File: src/rtl/crc32_pkg.sv
// Shared CRC-32 definitions for the receive checker and the 8-bit parallel
// generator: IEEE 802.3 constants, the byte-wide CRC step, the checker state
// enum and the payload/status records.
package crc32_pkg;

  localparam logic [31:0] CRC_INITIAL_VALUE = 32'hFFFFFFFF;
  localparam logic [31:0] CRC_REMAINDER     = 32'hC704DD7B;
  localparam logic [31:0] CRC_POLY          = 32'h04C11DB7;
  localparam int          LEN_W             = 11;

  typedef enum logic {IDLE, FRAME} rx_state_e;

  typedef struct packed {
    logic       valid;
    logic       sof;
    logic       eof;
    logic [7:0] data;
  } rx_byte_t;

  typedef struct packed {
    logic             good;
    logic             crc_err;
    logic             len_err;
    logic             abort;
    logic [LEN_W-1:0] len;
  } rx_status_t;

  // MSB-first LFSR step over one byte, data bit 7 enters first.
  function automatic logic [31:0] crc32_byte(input logic [31:0] c, input logic [7:0] d);
    logic [31:0] x;
    x = c ^ {d, 24'h0};
    for (int i = 0; i < 8; i++)
      x = x[31] ? ((x << 1) ^ CRC_POLY) : (x << 1);
    return x;
  endfunction

endpackage

File: src/rtl/crc32_rx_check_if.sv
// Byte-stream bus of the CRC-32 receive checker.
//   in_*     : framed bytes from the deframer (in_eof marks the last FCS byte)
//   out_*    : payload bytes with the FCS stripped
//   status_* : end-of-frame verdict pulse plus held fields
//   crc      : running CRC register
// master drives in_*, slave is the checker.
interface crc32_rx_check_if;
  logic        in_valid;
  logic        in_sof;
  logic        in_eof;
  logic [7:0]  in_data;
  logic        out_valid;
  logic        out_sof;
  logic        out_eof;
  logic [7:0]  out_data;
  logic        status_valid;
  logic        status_good;
  logic        status_crc_err;
  logic        status_len_err;
  logic        status_abort;
  logic [10:0] status_len;
  logic [31:0] crc;

  modport master (
    output in_valid, in_sof, in_eof, in_data,
    input  out_valid, out_sof, out_eof, out_data,
    input  status_valid, status_good, status_crc_err, status_len_err,
    input  status_abort, status_len, crc
  );

  modport slave (
    input  in_valid, in_sof, in_eof, in_data,
    output out_valid, out_sof, out_eof, out_data,
    output status_valid, status_good, status_crc_err, status_len_err,
    output status_abort, status_len, crc
  );
endinterface

File: src/rtl/crc32_rx_delay4.sv
// 4-byte shift buffer that holds back the trailing FCS.
//   push   : shift din in
//   flush  : empty the buffer; with push the buffer restarts holding din
//   oldest : byte pushed four pushes ago, meaningful when full
//   full   : four bytes held
module crc32_rx_delay4 (
  input  logic       clk,
  input  logic       reset,
  input  logic       push,
  input  logic       flush,
  input  logic [7:0] din,
  output logic [7:0] oldest,
  output logic       full
);
  logic [3:0][7:0] sr_q;
  logic [2:0]      fill_q;

  always_ff @(posedge clk or posedge reset)
    if (reset) begin
      sr_q   <= '0;
      fill_q <= '0;
    end else begin
      if (push) sr_q <= {sr_q[2:0], din};
      if (flush)
        fill_q <= push ? 3'd1 : 3'd0;
      else if (push && fill_q != 3'd4)
        fill_q <= fill_q + 3'd1;
    end

  assign oldest = sr_q[3];
  assign full   = (fill_q == 3'd4);
endmodule

File: src/rtl/crc32_rx_check.sv
// Receive-side CRC-32 frame checker. Runs the CRC over every frame byte
// (FCS included), forwards the payload delayed by four bytes so the FCS is
// dropped, and pulses a registered status at end of frame or on abort.
//   clk, reset : clock, asynchronous active-high reset
//   bus        : slave side of crc32_rx_check_if (in_*, out_*, status_*, crc)
//   MIN_LEN/MAX_LEN : legal frame length range in bytes, FCS included
module crc32_rx_check
  import crc32_pkg::*;
#(
  parameter int MIN_LEN = 64,
  parameter int MAX_LEN = 1518
) (
  input  logic            clk,
  input  logic            reset,
  crc32_rx_check_if.slave bus
);
  localparam logic [LEN_W-1:0] MIN_L   = LEN_W'(MIN_LEN);
  localparam logic [LEN_W-1:0] MAX_L   = LEN_W'(MAX_LEN);
  localparam logic [LEN_W-1:0] LEN_SAT = '1;

  rx_state_e        state_q, state_d;
  logic [31:0]      crc_q, crc_d, crc_nx, crc_st;
  logic [LEN_W-1:0] len_q, len_d, len_nx;
  logic             emitted_q, emitted_d;
  rx_byte_t         out_q, out_d;
  rx_status_t       stat_q, stat_d;
  logic             stat_v_q, stat_v_d;
  logic             push, flush, full;
  logic [7:0]       oldest;

  crc32_rx_delay4 u_dly (
    .clk    (clk),
    .reset  (reset),
    .push   (push),
    .flush  (flush),
    .din    (bus.in_data),
    .oldest (oldest),
    .full   (full)
  );

  function automatic rx_status_t verdict(input logic [31:0] c, input logic [LEN_W-1:0] len,
                                         input logic abort);
    rx_status_t s;
    s.crc_err = (c != CRC_REMAINDER);
    s.len_err = (len < MIN_L) || (len > MAX_L);
    s.abort   = abort;
    s.good    = !s.crc_err && !s.len_err && !abort;
    s.len     = len;
    return s;
  endfunction

  assign crc_nx = crc32_byte(crc_q, bus.in_data);
  assign crc_st = crc32_byte(CRC_INITIAL_VALUE, bus.in_data);
  assign len_nx = (len_q == LEN_SAT) ? len_q : len_q + LEN_W'(1);

  always_comb begin
    state_d   = state_q;
    crc_d     = crc_q;
    len_d     = len_q;
    emitted_d = emitted_q;
    out_d     = '0;
    stat_d    = stat_q;
    stat_v_d  = 1'b0;
    push      = 1'b0;
    flush     = 1'b0;
    if (bus.in_valid) begin
      if (bus.in_sof) begin
        // A start inside an open frame closes it as aborted; buffered bytes are lost.
        if (state_q == FRAME && !bus.in_eof) begin
          stat_v_d = 1'b1;
          stat_d   = verdict(crc_q, len_q, 1'b1);
        end
        crc_d     = crc_st;
        len_d     = LEN_W'(1);
        emitted_d = 1'b0;
        flush     = 1'b1;
        if (bus.in_eof) begin
          // Single-byte frame: its own verdict wins over any open frame's abort.
          stat_v_d = 1'b1;
          stat_d   = verdict(crc_st, LEN_W'(1), 1'b0);
          state_d  = IDLE;
        end else begin
          push    = 1'b1;
          state_d = FRAME;
        end
      end else if (state_q == FRAME) begin
        crc_d = crc_nx;
        len_d = len_nx;
        push  = !bus.in_eof;
        if (full) begin
          out_d     = '{valid: 1'b1, sof: !emitted_q, eof: bus.in_eof, data: oldest};
          emitted_d = 1'b1;
        end
        if (bus.in_eof) begin
          // The four bytes still buffered are the FCS.
          stat_v_d = 1'b1;
          stat_d   = verdict(crc_nx, len_nx, 1'b0);
          flush    = 1'b1;
          state_d  = IDLE;
        end
      end
    end
  end

  always_ff @(posedge clk or posedge reset)
    if (reset) begin
      state_q   <= IDLE;
      crc_q     <= CRC_INITIAL_VALUE;
      len_q     <= '0;
      emitted_q <= 1'b0;
      out_q     <= '0;
      stat_q    <= '0;
      stat_v_q  <= 1'b0;
    end else begin
      state_q   <= state_d;
      crc_q     <= crc_d;
      len_q     <= len_d;
      emitted_q <= emitted_d;
      out_q     <= out_d;
      stat_q    <= stat_d;
      stat_v_q  <= stat_v_d;
    end

  assign bus.out_valid      = out_q.valid;
  assign bus.out_sof        = out_q.sof;
  assign bus.out_eof        = out_q.eof;
  assign bus.out_data       = out_q.data;
  assign bus.status_valid   = stat_v_q;
  assign bus.status_good    = stat_q.good;
  assign bus.status_crc_err = stat_q.crc_err;
  assign bus.status_len_err = stat_q.len_err;
  assign bus.status_abort   = stat_q.abort;
  assign bus.status_len     = stat_q.len;
  assign bus.crc            = crc_q;
endmodule

File: src/flat_wrapper.sv
// flat-port wrapper written by rule: the top's interface ports become plain ports
module crc32_rx_check_flat import crc32_pkg::*;
#(
  parameter int MIN_LEN = 64,
  parameter int MAX_LEN = 1518
)
  (clk, reset, bus_in_valid, bus_in_sof, bus_in_eof, bus_in_data, bus_out_valid, bus_out_sof, bus_out_eof, bus_out_data, bus_status_valid, bus_status_good, bus_status_crc_err, bus_status_len_err, bus_status_abort, bus_status_len, bus_crc);
  crc32_rx_check_if bus_i ();
  input  logic clk;
  input  logic reset;
  input wire logic [$bits(bus_i.in_valid)-1:0] bus_in_valid;
  input wire logic [$bits(bus_i.in_sof)-1:0] bus_in_sof;
  input wire logic [$bits(bus_i.in_eof)-1:0] bus_in_eof;
  input wire logic [$bits(bus_i.in_data)-1:0] bus_in_data;
  output wire logic [$bits(bus_i.out_valid)-1:0] bus_out_valid;
  output wire logic [$bits(bus_i.out_sof)-1:0] bus_out_sof;
  output wire logic [$bits(bus_i.out_eof)-1:0] bus_out_eof;
  output wire logic [$bits(bus_i.out_data)-1:0] bus_out_data;
  output wire logic [$bits(bus_i.status_valid)-1:0] bus_status_valid;
  output wire logic [$bits(bus_i.status_good)-1:0] bus_status_good;
  output wire logic [$bits(bus_i.status_crc_err)-1:0] bus_status_crc_err;
  output wire logic [$bits(bus_i.status_len_err)-1:0] bus_status_len_err;
  output wire logic [$bits(bus_i.status_abort)-1:0] bus_status_abort;
  output wire logic [$bits(bus_i.status_len)-1:0] bus_status_len;
  output wire logic [$bits(bus_i.crc)-1:0] bus_crc;
  assign bus_i.in_valid = bus_in_valid;
  assign bus_i.in_sof = bus_in_sof;
  assign bus_i.in_eof = bus_in_eof;
  assign bus_i.in_data = bus_in_data;
  assign bus_out_valid = bus_i.out_valid;
  assign bus_out_sof = bus_i.out_sof;
  assign bus_out_eof = bus_i.out_eof;
  assign bus_out_data = bus_i.out_data;
  assign bus_status_valid = bus_i.status_valid;
  assign bus_status_good = bus_i.status_good;
  assign bus_status_crc_err = bus_i.status_crc_err;
  assign bus_status_len_err = bus_i.status_len_err;
  assign bus_status_abort = bus_i.status_abort;
  assign bus_status_len = bus_i.status_len;
  assign bus_crc = bus_i.crc;
  crc32_rx_check #(.MIN_LEN(MIN_LEN), .MAX_LEN(MAX_LEN)) u_core (.clk(clk), .reset(reset), .bus(bus_i));
endmodule
File: config.mk
export PLATFORM = sky130hd
export DESIGN_NAME = crc32_rx_check_flat
export DESIGN_NICKNAME = d
export VERILOG_FILES = /design/src/rtl/crc32_pkg.sv /design/src/rtl/crc32_rx_check_if.sv /design/src/rtl/crc32_rx_delay4.sv /design/src/rtl/crc32_rx_check.sv /design/src/flat_wrapper.sv
export SDC_FILE = /design/constraint.sdc
export NUM_CORES = 1
export LEC_CHECK = 0
export BUFFER_PORTS_ARGS = -buffer_cell sky130_fd_sc_hd__buf_2
export CORE_MARGIN = 2
export CORE_UTILIZATION = 40
export DETAILED_ROUTE_END_ITERATION = 6
export PLACE_DENSITY_LB_ADDON = 0.2
export SLEW_MARGIN = 20
export SYNTH_ARGS = -nofsm -noshare
export SYNTH_HDL_FRONTEND = slang
export SYNTH_SLANG_ARGS = --single-unit
File: constraint.sdc
create_clock -name clk -period 4.2 [get_ports clk]
set_clock_uncertainty 0.15 [all_clocks]
set_input_delay 0.84 -clock clk [delete_from_list [all_inputs] [get_ports clk]]
set_output_delay 0.84 -clock clk [all_outputs]
set_load 0.005 [all_outputs]
==> results of run 1 <==
## kinds of logic after synthesis
group           synth area share (%)
flops                          39.73
simple gates                   13.54
mux                            6.311
buf+inv                        4.390
xor+xnor                       22.54
fa+ha+maj                      1.061
compound gates                 12.44
## synth_stat cells (3+ instances only)
cell      instances  area share, %
a211oi_1          4           0.44
a21boi_0          3           0.33
a21oi_1          33            2.4
a22oi_1           4           0.44
a31oi_1          11            1.0
and2_1           12            1.1
and3_1            5           0.46
and4_1            3           0.38
buf_2             6           0.44
buf_4             5           0.55
clkbuf_1         36            2.0
dfrtp_1          75             27
dfstp_2          32             12
ha_1              5           0.91
inv_1            18           0.99
mux2_2           33            5.4
mux2i_1           6           0.88
nand2_1          76            4.2
nand2b_1          3           0.27
nand3_1           7           0.51
nand3b_1          3           0.33
nand4_1           7           0.64
nor2_1           47            2.6
nor2b_1           3           0.27
nor3_1           11           0.80
nor3b_1           3           0.33
o21ai_0          49            3.6
o22ai_1          11            1.0
o41ai_1           3           0.38
xnor2_1          95             12
xnor2_2           5            1.2
xnor2_4           4            1.6
xnor3_1           9            3.0
xor2_1           26            3.3
## layout make-up
cell class	instances	area, µm²
clock buffers	10	239.0
clock inverters	6	63.81
fillers	1622	8997
inverters	18	70.07
multi-input cells	521	3836
flip-flops and latches	107	2718
well taps	220	275.3
repair buffers	81	442.9
## per-layer routing
layer / vias up / part of all wire, % / GRT usage, %
met5: - / 0 / 0
met4: 0 / 0.97 / 4.971
met3: 13 / 4.2 / 2.928
met2: 123 / 44 / 32.63
met1: 2530 / 50 / 31.93
li1: 2459 / - / -
## critical path: stages
cell	delay, ns
buf_2	0.35
xor2_4	0.27
xor2_2	0.31
or3b_2	0.47
a211oi_1	0.23
nand4_1	0.24
a2111oi_4	0.41
a22o_1	0.18
## per-stage QoR
stage	power [mW]	utilization [%]	cells	hold slack [ns]	area, µm²
after floorplan	4.334	-	697	0.2625	6840
after global placement	5.221	44.12	947	0.2805	7342
after detailed placement	5.244	44.12	947	0.2745	7342
after CTS	6.145	45.94	963	0.2851	7645
after global routing	6.544	45.94	963	0.3374	7645
final	6.128	45.94	963	0.2868	7645
## report_power, final
part | leakage [nW] | switching, mW | internal (mW)
logic | 1.79 | 1.74 | 1.60
registers | 1.29 | 0.453 | 1.46
clock network | 0.146 | 0.431 | 0.437
## worst paths after layout
check	startpoint	to
worst max-delay path	bus_in_data[6]	u_core.bus.status_good
worst min-delay path	u_core.emitted_q	u_core.bus.out_sof
worst max register to register	u_core.bus.crc[29]	u_core.bus.status_good
worst min register to register	u_core.emitted_q	u_core.bus.out_sof
max in group asynchronous	reset	u_core.bus.crc[24]
min in group asynchronous	reset	u_core.bus.out_data[1]
## sequential cells by signal (all words and copies together), names as in the netlist
| register | count |
|---|---|
| u_core.state_q | 1 |
| u_core.u_dly.fill_q | 3 |
| u_core.bus.status_good | 1 |
| u_core.bus.status_len | 11 |
| u_core.bus.out_sof | 1 |
| u_core.bus.status_abort | 1 |
| u_core.bus.out_eof | 1 |
| u_core.u_dly.oldest | 8 |
| u_core.bus.status_len_err | 1 |
| u_core.bus.crc | 32 |
| u_core.bus.status_crc_err | 1 |
| u_core.u_dly.sr_q | 24 |
| u_core.bus.out_data | 8 |
| u_core.emitted_q | 1 |
| u_core.len_q | 11 |
| u_core.bus.out_valid | 1 |
| u_core.bus.status_valid | 1 |
==> reports/metrics.cfg, run 1 <==
[clocking]
htreeDepth = 3
clockRootBuffer = clkbuf_16
cts_hold_buf = 0
clk_latency_ns = 0.36
cts_buffers = 9
ctsResizeCount = 0
clk_pin_slew_ns = 0.08
cts_buffer_depth = 2
cts.sinks = 107
post_cts_buffers = 0
cts_tree = built

[timing]
post-route-period-util_pct = 74.85
fin_crit_ns = 3.144
max_freq_mhz = 318.1
worstMarginPinSlew_ns = 0.9324
setup_viol = 0
worst_slack_ns = 1.056
final_max_slew_viol_count = 0
relSlewSlack_pct = 36.96
hold_violations = 0
rsz0062_at_grt = no
totalNegativeSetupSlack_ns = 0

[grt]
gr-usage-all-layers_pct = 21.29
grt_pass1_wl_mm = 29.30
grt_max_degree = 64
grt_overflow = 0
grt_pass1_vias = 4958
antenna_found_initial = 0

[final_layout]
nets = 756
syn2layout_area_growth_pct = 11.76
drive_gt1_share_pct = 24.63
num_antenna_cells = 0
final_common_cell = xnor2_1
mostFrequentLayoutCells = xnor2_1 (95), nand2_1 (76), dfrtp_1 (75)

[run]
max_cap_viol_count = 0

[pwr]
vdd_drop_max_mv = 0.3403
power_density_mw_per_mm2 = 801.5
p_leak_nw = 3.225

[yosys]
yosysWarnings = 0
syn_nets = 715
seq_area_frac_synth_pct = 39.73
synth_edf_count = 0
synthCells = 697
avgSynthCellArea_um2 = 9.814
synth_cell_types = 65
async_reset_ff_share_pct = 100.0
ys.flop_type = dfrtp_1
yosys_register_bits = 107
synth_area_mm2 = 0.006840

[setup_path]
rr_worst_depth = 7
cp-start-kind = primary input
crit_path_end_kind = register
critPathKind = in2reg
rrSetupSlack_ns = 1.08
arrival_ns = 3.30
required_ns = 4.35
path_max_fanout = 9

[floorplanning]
die_y_um = 134.8
die-area_mm2 = 0.01816
fp.dieW_um = 134.8
num_io_pins = 72
floorplan.initialDensity_pct = 41.10
rows = 47
core_mm2 = 0.01664

[drt]
vias_per_cell = 5.322
ant_nets = 0
dr.pass1.iters = 5
drc = 0
vias = 5125
wl_per_cell_um = 19.41
initialDrtViolationCount = 381
wirelength_mm = 18.69

[status]
status = completed

[placed_design]
post-place-ws_ns = 0.7121
globalplace.congestion = 0.8939
place_hpwl_mm = 13.60
io_buffers = 71

[min_path]
hold_path.class = reg2reg
hold_path_depth = 1

Note: power is estimated with default switching activity, not from simulation.
==> run 2: changes to the inputs <==
--- a/config.mk
+++ b/config.mk
@@ -5,6 +5,7 @@
 export SDC_FILE = /design/constraint.sdc
 export NUM_CORES = 1
 export LEC_CHECK = 0
+export ABC_AREA = 1
 export BUFFER_PORTS_ARGS = -buffer_cell sky130_fd_sc_hd__buf_2
 export CORE_MARGIN = 2
 export CORE_UTILIZATION = 40
==> constraint.sdc (replaced) <==
create_clock -name clk -period 3.25 [get_ports clk]
set_clock_uncertainty 0.15 [all_clocks]
set_input_delay 0.65 -clock clk [delete_from_list [all_inputs] [get_ports clk]]
set_output_delay 0.65 -clock clk [all_outputs]
set_load 0.005 [all_outputs]
==> run 2 against run 1 <==
Hold slack worse by 0.029 ns. Utilization is 0.21 points lower. Cell count up 31%. Routed wire length rose by 19%. Via count is 29% higher. Global-route usage up 3.8 points. Flip-flop and latch count stayed put. Clock-buffer cell count down 1. Clock power increased by 32%. Register-to-register slack worse by 0.32 ns. Area after synthesis grew 1.2%. Critical path type unchanged.
==> reports/metrics.cfg, run 2 <==
[yosys]
synth_most_common_cell = nand2_1
yosys.area.top_type = dfrtp_1
synth_cell_types = 47  ; -28%
synth_top_area_share_pct = 27.10  ; -0.34 points
yosysWarnings = 0  ; unchanged
avgSynthCellArea_um2 = 7.118  ; -27%
yosys-top-cells-area = dfrtp_1 (27%), nand2_1 (20%), dfstp_2 (12%)
yosys_register_bits = 107  ; unchanged
async_reset_ff_share_pct = 100.0  ; unchanged
ys.flop_type = dfrtp_1
yosys-top-cells-count = nand2_1 (375), inv_1 (86), dfrtp_1 (75)
synthCells = 973  ; +40%
synth_edf_count = 0  ; unchanged
seq_area_frac_synth_pct = 39.24  ; -0.49 points
synth_area_mm2 = 0.006925  ; +1.2%
syn_nets = 991  ; +39%

[clocking]
clk_pin_slew_ns = 0.08  ; about the same
cts.sinks = 107  ; unchanged
htreeDepth = 3  ; unchanged
clk_latency_ns = 0.37  ; about the same
post_cts_buffers = 0  ; unchanged
ctsResizeCount = 0  ; unchanged
clockRootBuffer = clkbuf_16
cts_buffers = 9  ; unchanged
cts_hold_buf = 0  ; unchanged
cts_tree = built
cts_buffer_depth = 2  ; unchanged

[floorplanning]
die_y_um = 135.6  ; +0.60%
num_io_pins = 72  ; unchanged
fp.dieW_um = 135.6  ; +0.60%
die-area_mm2 = 0.01838  ; +1.2%
core_mm2 = 0.01712  ; +2.8%
rows = 48  ; +2.1%
floorplan.initialDensity_pct = 40.46  ; -0.64 points

[placed_design]
place_hpwl_mm = 16.47  ; +21%
globalplace.congestion = 0.9604  ; +7.4%
io_buffers = 71  ; unchanged

[setup_path]
rrSetupSlack_ns = 0.76  ; -0.32 ns
critPathKind = in2reg
r2r_start = u_core.bus.crc[31]
crit_path_end_kind = register
required_ns = 3.41  ; -0.94 ns
r2r_end = u_core.bus.status_good
cp-start-kind = primary input
path_max_fanout = 10  ; +1
rr_worst_depth = 15  ; +8
arrival_ns = 2.78  ; -0.52 ns

[final_layout]
nets = 1054  ; +39%
fillers = 1771  ; +9.2%
num_antenna_cells = 0  ; unchanged
mostFrequentLayoutCells = nand2_1 (375), inv_1 (85), dfrtp_1 (75)
drive_gt1_share_pct = 17.68  ; -7.0 points
largest_register_ffs = 32  ; unchanged
final_common_cell = nand2_1
syn2layout_area_growth_pct = 13.01
final_util_pct = 45.72  ; -0.21 points

[drt]
wl_met1_mm = 9.992  ; +6.1%
vias_per_cell = 5.235  ; -1.6%
initialDrtViolationCount = 654  ; +72%
wl_per_cell_um = 17.51  ; -9.8%
vias = 6627  ; +29%
topRoutingLayerUsed = met4
met2_length_mm = 9.995  ; +20%
ant_nets = 0  ; unchanged
dr_wl_met3_mm = 1.482  ; +87%
drc = 0  ; unchanged
dr.pass1.iters = 5  ; unchanged
wirelength_mm = 22.17  ; +19%

[timing]
fin_hold_ws_ns = 0.2582  ; -0.02859 ns
fin_crit_ns = 2.626
post-route-period-util_pct = 80.79
max_freq_mhz = 380.9
hold_violations = 0  ; unchanged
relSlewSlack_pct = 48.34  ; +11 points
setup_viol = 0  ; unchanged
rsz0062_at_grt = no
worstMarginPinSlew_ns = 0.7733  ; -0.1591 ns
final_max_slew_viol_count = 0  ; unchanged
totalNegativeSetupSlack_ns = 0  ; unchanged

[pwr]
power_density_mw_per_mm2 = 736.2  ; -8.1%
vdd_drop_max_mv = 0.3431  ; +0.81%
p_leak_nw = 4.046  ; +25%

[grt]
grt_overflow = 0  ; unchanged
grt_max_degree = 49  ; -23%
antenna_found_initial = 0  ; unchanged
gr-usage-all-layers_pct = 25.08  ; +3.8 points
grt_pass1_wl_mm = 35.09  ; +20%
grt_pass1_vias = 6240  ; +26%

[min_path]
hold_path.class = in2async

[run]
max_cap_viol_count = 0  ; unchanged

[status]
status = completed

[run 2: cell type report]
| class | instances | area, µm² | share of cell area, % |
|---|---|---|---|
| clock buffer | 9 | 225.2 | 2.878 |
| clock inverter | 7 | 83.83 | 1.071 |
| inverter | 95 | 372.9 | 4.764 |
| multi-input combinational | 737 | 3652 | 46.67 |
| sequential | 107 | 2718 | 34.72 |
| tap | 225 | 281.5 | 3.597 |
| timing repair buffer | 86 | 493.0 | 6.299 |
[run 2: kinds of logic (layout without fill, tap and decap cells)]
kind of cell | after synthesis | count (layout) | share of synthesized area, %
buffers and inverters | 129 | 197 | 8.094
XOR/XNOR | 55 | 55 | 7.444
AND/OR/NAND/NOR | 552 | 552 | 33.84
flip-flops | 107 | 107 | 39.24
adder cells (fa/ha/maj) | 5 | 5 | 0.9033
AO/OA/AOI/OAI | 125 | 125 | 10.48
[run 2: metrics by stage]
| stage | area [µm²] | cells | total power, mW | setup slack [ns] |
|---|---|---|---|---|
| global route | 7826 | 1266 | 6.187 | 0.4502 |
| floorplan | 6929 | 973 | 3.687 | 0.9149 |
| detailed placement | 7517 | 1250 | 4.577 | 0.2977 |
| global placement | 7517 | 1250 | 4.582 | 0.2661 |
| finish | 7826 | 1266 | 5.762 | 0.6244 |
| CTS | 7826 | 1266 | 5.759 | 0.6693 |
[run 2: power by group]
part,switching (mW),internal [mW]
Sequential,0.303,1.73
Combinational,1.73,0.844
Clock,0.595,0.559
[run 2: worst max-delay path, cell delays in order]
cell and delay [ns]:
buf_2 0.13, inv_1 0.24, nand2_1 0.08, nand2_1 0.22, nand2_1 0.14, nand2_4 0.18
ha_1 0.19, nand3_1 0.08, nor3_1 0.14, nand2_1 0.12, nor2_1 0.14, nand2_1 0.08
nor2_1 0.11, nand2_1 0.05, nor2_1 0.10, nand3_1 0.07, nand2_1 0.07
[run 2: metal layers]
metal  vias up  global-route usage (%)
met2       257                   39.00
met4         0                   10.36
met5         -                       0
met3        50                   4.415
li1       3226                       -
met1      3094                   34.54
[run 2: worst max-delay path by stage]
stage / startpoint / end / cells past startpoint
2_1_floorplan: bus_in_data[6] / u_core.bus.status_crc_err / 18
3_3_place_gp: bus_in_data[0] / u_core.bus.status_crc_err / 18
3_5_place_dp: bus_in_data[0] / u_core.bus.status_crc_err / 18
4_1_cts: bus_in_data[0] / u_core.bus.status_good / 17
5_1_grt: bus_in_data[0] / u_core.bus.status_good / 17
6_report: bus_in_data[0] / u_core.bus.status_good / 17
==> run 3: changes to the inputs <==
==> constraint.sdc (replaced) <==
create_clock -name clk -period 2.6 [get_ports clk]
set_clock_uncertainty 0.15 [all_clocks]
set_input_delay 0.52 -clock clk [delete_from_list [all_inputs] [get_ports clk]]
set_output_delay 0.52 -clock clk [all_outputs]
set_load 0.005 [all_outputs]
==> run 3 against run 2 <==
Routed wire length is 0.58% lower. Combinational power increased by 31%. Via count increased by 0.14%. Design area grew 2.0%. Die area unchanged. First-iteration DRC count decreased by 0.92%. Worst setup slack worse by 0.43 ns. Highest routed layer unchanged.
==> reports/metrics.cfg, run 3 (synthesized netlist as in run 2, its figures left out) <==
[status]
status = completed

[final_layout]
final_common_cell = nand2_1
final_util_pct = 46.66  ; +0.94 points
final_cell_area_mm2 = 0.007986  ; +2.0%
num_antenna_cells = 0  ; unchanged
nets = 1070  ; +1.5%
mostFrequentLayoutCells = nand2_1 (372), inv_1 (85), dfrtp_1 (74)
syn2layout_area_growth_pct = 15.32
drive_gt1_share_pct = 19.49  ; +1.8 points
largest_register_ffs = 32  ; unchanged

[floorplanning]
core_mm2 = 0.01712  ; unchanged
die_y_um = 135.6  ; unchanged
num_io_pins = 72  ; unchanged
rows = 48  ; unchanged
fp.dieW_um = 135.6  ; unchanged
floorplan.initialDensity_pct = 40.46  ; unchanged
die-area_mm2 = 0.01838  ; unchanged

[drt]
wl_per_cell_um = 17.19  ; -1.8%
vias_per_cell = 5.176  ; -1.1%
initialDrtViolationCount = 648  ; -0.92%
dr.pass1.iters = 7  ; +2
wirelength_mm = 22.04  ; -0.58%
ant_nets = 0  ; unchanged
vias = 6636  ; +0.14%
drc = 0  ; unchanged

[grt]
grt_max_degree = 108  ; +120%
antenna_found_initial = 0  ; unchanged
grt_overflow = 0  ; unchanged
grt_pass1_vias = 6211  ; -0.46%
grt_pass1_wl_mm = 35.20  ; +0.29%
gr-usage-all-layers_pct = 24.96  ; -0.12 points

[clocking]
cts_buffer_depth = 2  ; unchanged
cts_buffers = 9  ; unchanged
clk_pin_slew_ns = 0.08  ; about the same
cts_hold_buf = 0  ; unchanged
clockRootBuffer = clkbuf_16
cts.sinks = 107  ; unchanged
clk_latency_ns = 0.37  ; about the same
cts_tree = built
htreeDepth = 3  ; unchanged

[min_path]
hold_path.class = in2async

[setup_path]
arrival_ns = 2.56  ; -0.22 ns
cp-start-kind = register
crit_path_end_kind = register
crit_family = simple AND/OR/NAND/NOR gates
critPathKind = reg2reg
path_max_fanout = 10  ; unchanged
critPathMostFrequentCell = nand2_1
worst-path-buf-inv = 1  ; -1
required_ns = 2.75  ; -0.66 ns
critPathSlowestCell = dfstp_2
cp_cell_sequence = buf_4 > xnor2_1 > nand2_1 > nand2_4 > ha_1 > nand3_1 > nor3_1 > nand2_1 > nor2_1 > nand2_1 > nor2_1 > nand2_1 > nor2_1 > nand3_1 > nand2_1
max_stage_delay_ns = 0.59  ; +0.35 ns

[timing]
rsz0062_at_grt = yes
hold_violations = 0  ; unchanged
worstMarginPinSlew_ns = 0.8309  ; +0.05753 ns
final_max_slew_viol_count = 0  ; unchanged
max_freq_mhz = 416.2
fin_hold_ws_ns = 0.1626  ; -0.09554 ns
relSlewSlack_pct = 44.55  ; -3.8 points
post-route-period-util_pct = 92.42
totalNegativeSetupSlack_ns = 0  ; unchanged
setup_viol = 0  ; unchanged
worst_slack_ns = 0.1971  ; -0.4273 ns
fin_crit_ns = 2.403

[run]
max_cap_viol_count = 0  ; unchanged

[pwr]
power_density_mw_per_mm2 = 919.1  ; +25%
p_leak_nw = 4.126  ; +2.0%
vdd_drop_max_mv = 0.4605  ; +34%

[placed_design]
placed_area_mm2 = 0.007627  ; +1.5%
post-place-ws_ns = -0.02510  ; -0.3228 ns
io_buffers = 71  ; unchanged
globalplace.congestion = 1.005  ; +4.7%
place_hpwl_mm = 16.57  ; +0.62%

-- run 3: changes by cell type in the layout (fill, tap and decap cells not counted), moves of 2 or more --
cell      before  now
nand2_2       22   25
inv_8          3    1
clkinv_8       1    4
nand2_1      375  372
buf_4         13   28
-- run 3: power by group --
part / switching (mW) / internal [mW]
clock network: 0.740 / 0.692
logic: 2.22 / 1.14
registers: 0.377 / 2.16
total: 3.34 / 4.00
-- run 3: path summary, 6_finish.rpt --
path                                    start                     end  slack [ns]  cells after the start
min                                     reset    u_core.u_dly.sr_q[6]        0.16                      3
max in group asynchronous               reset         u_core.len_q[0]        1.67                      3
max reg2reg                u_core.bus.crc[30]  u_core.bus.status_good        0.20                     15
min reg2reg                  u_core.emitted_q      u_core.bus.out_sof        0.29                      1
min in group clk                 bus_in_valid          u_core.state_q        0.24                      2
max                        u_core.bus.crc[30]  u_core.bus.status_good        0.20                     15
-- run 3: layout make-up --
cell class                 count  area [µm²]
clock buffer                   9       225.2
clock inverter                 7       92.59
fill                        1735        9130
inverter                      95       372.9
multi-input combinational    737        3670
sequential                   107        2719
tap                          225       281.5
timing repair buffer         102       625.6
-- run 3: metal layers --
layer / wire [µm] / up-vias / track usage [%]
li1: - / 3253 / -
met1: 9975 / 3065 / 35.61
met2: 9933 / 272 / 38.80
met3: 1480 / 46 / 3.816
met4: 655 / 0 / 8.218
met5: 0 / - / 0
-- run 3: worst register-to-register path, stage by stage (launching register included) --
cell and delay [ns]:
dfstp_2 0.59, buf_4 0.13, xnor2_1 0.12, nand2_1 0.11, nand2_4 0.17, ha_1 0.19, nand3_1 0.07, nor3_1 0.14
nand2_1 0.09, nor2_1 0.12, nand2_1 0.06, nor2_1 0.10, nand2_1 0.05, nor2_1 0.11, nand3_1 0.07, nand2_1 0.07
-- run 3: what timing repair did --
action	4_1_cts	5_1_grt
setup buffers	0	3
setup endpoints to repair	0	2
gates resized for setup	0	6
-- run 3: stage by stage --
step / instances / power, mW
4_1_cts: 1279 / 7.268
5_1_grt: 1282 / 7.873
3_3_place_gp: 1263 / 5.823
3_5_place_dp: 1263 / 5.811
2_1_floorplan: 973 / 4.609
6_report: 1282 / 7.340
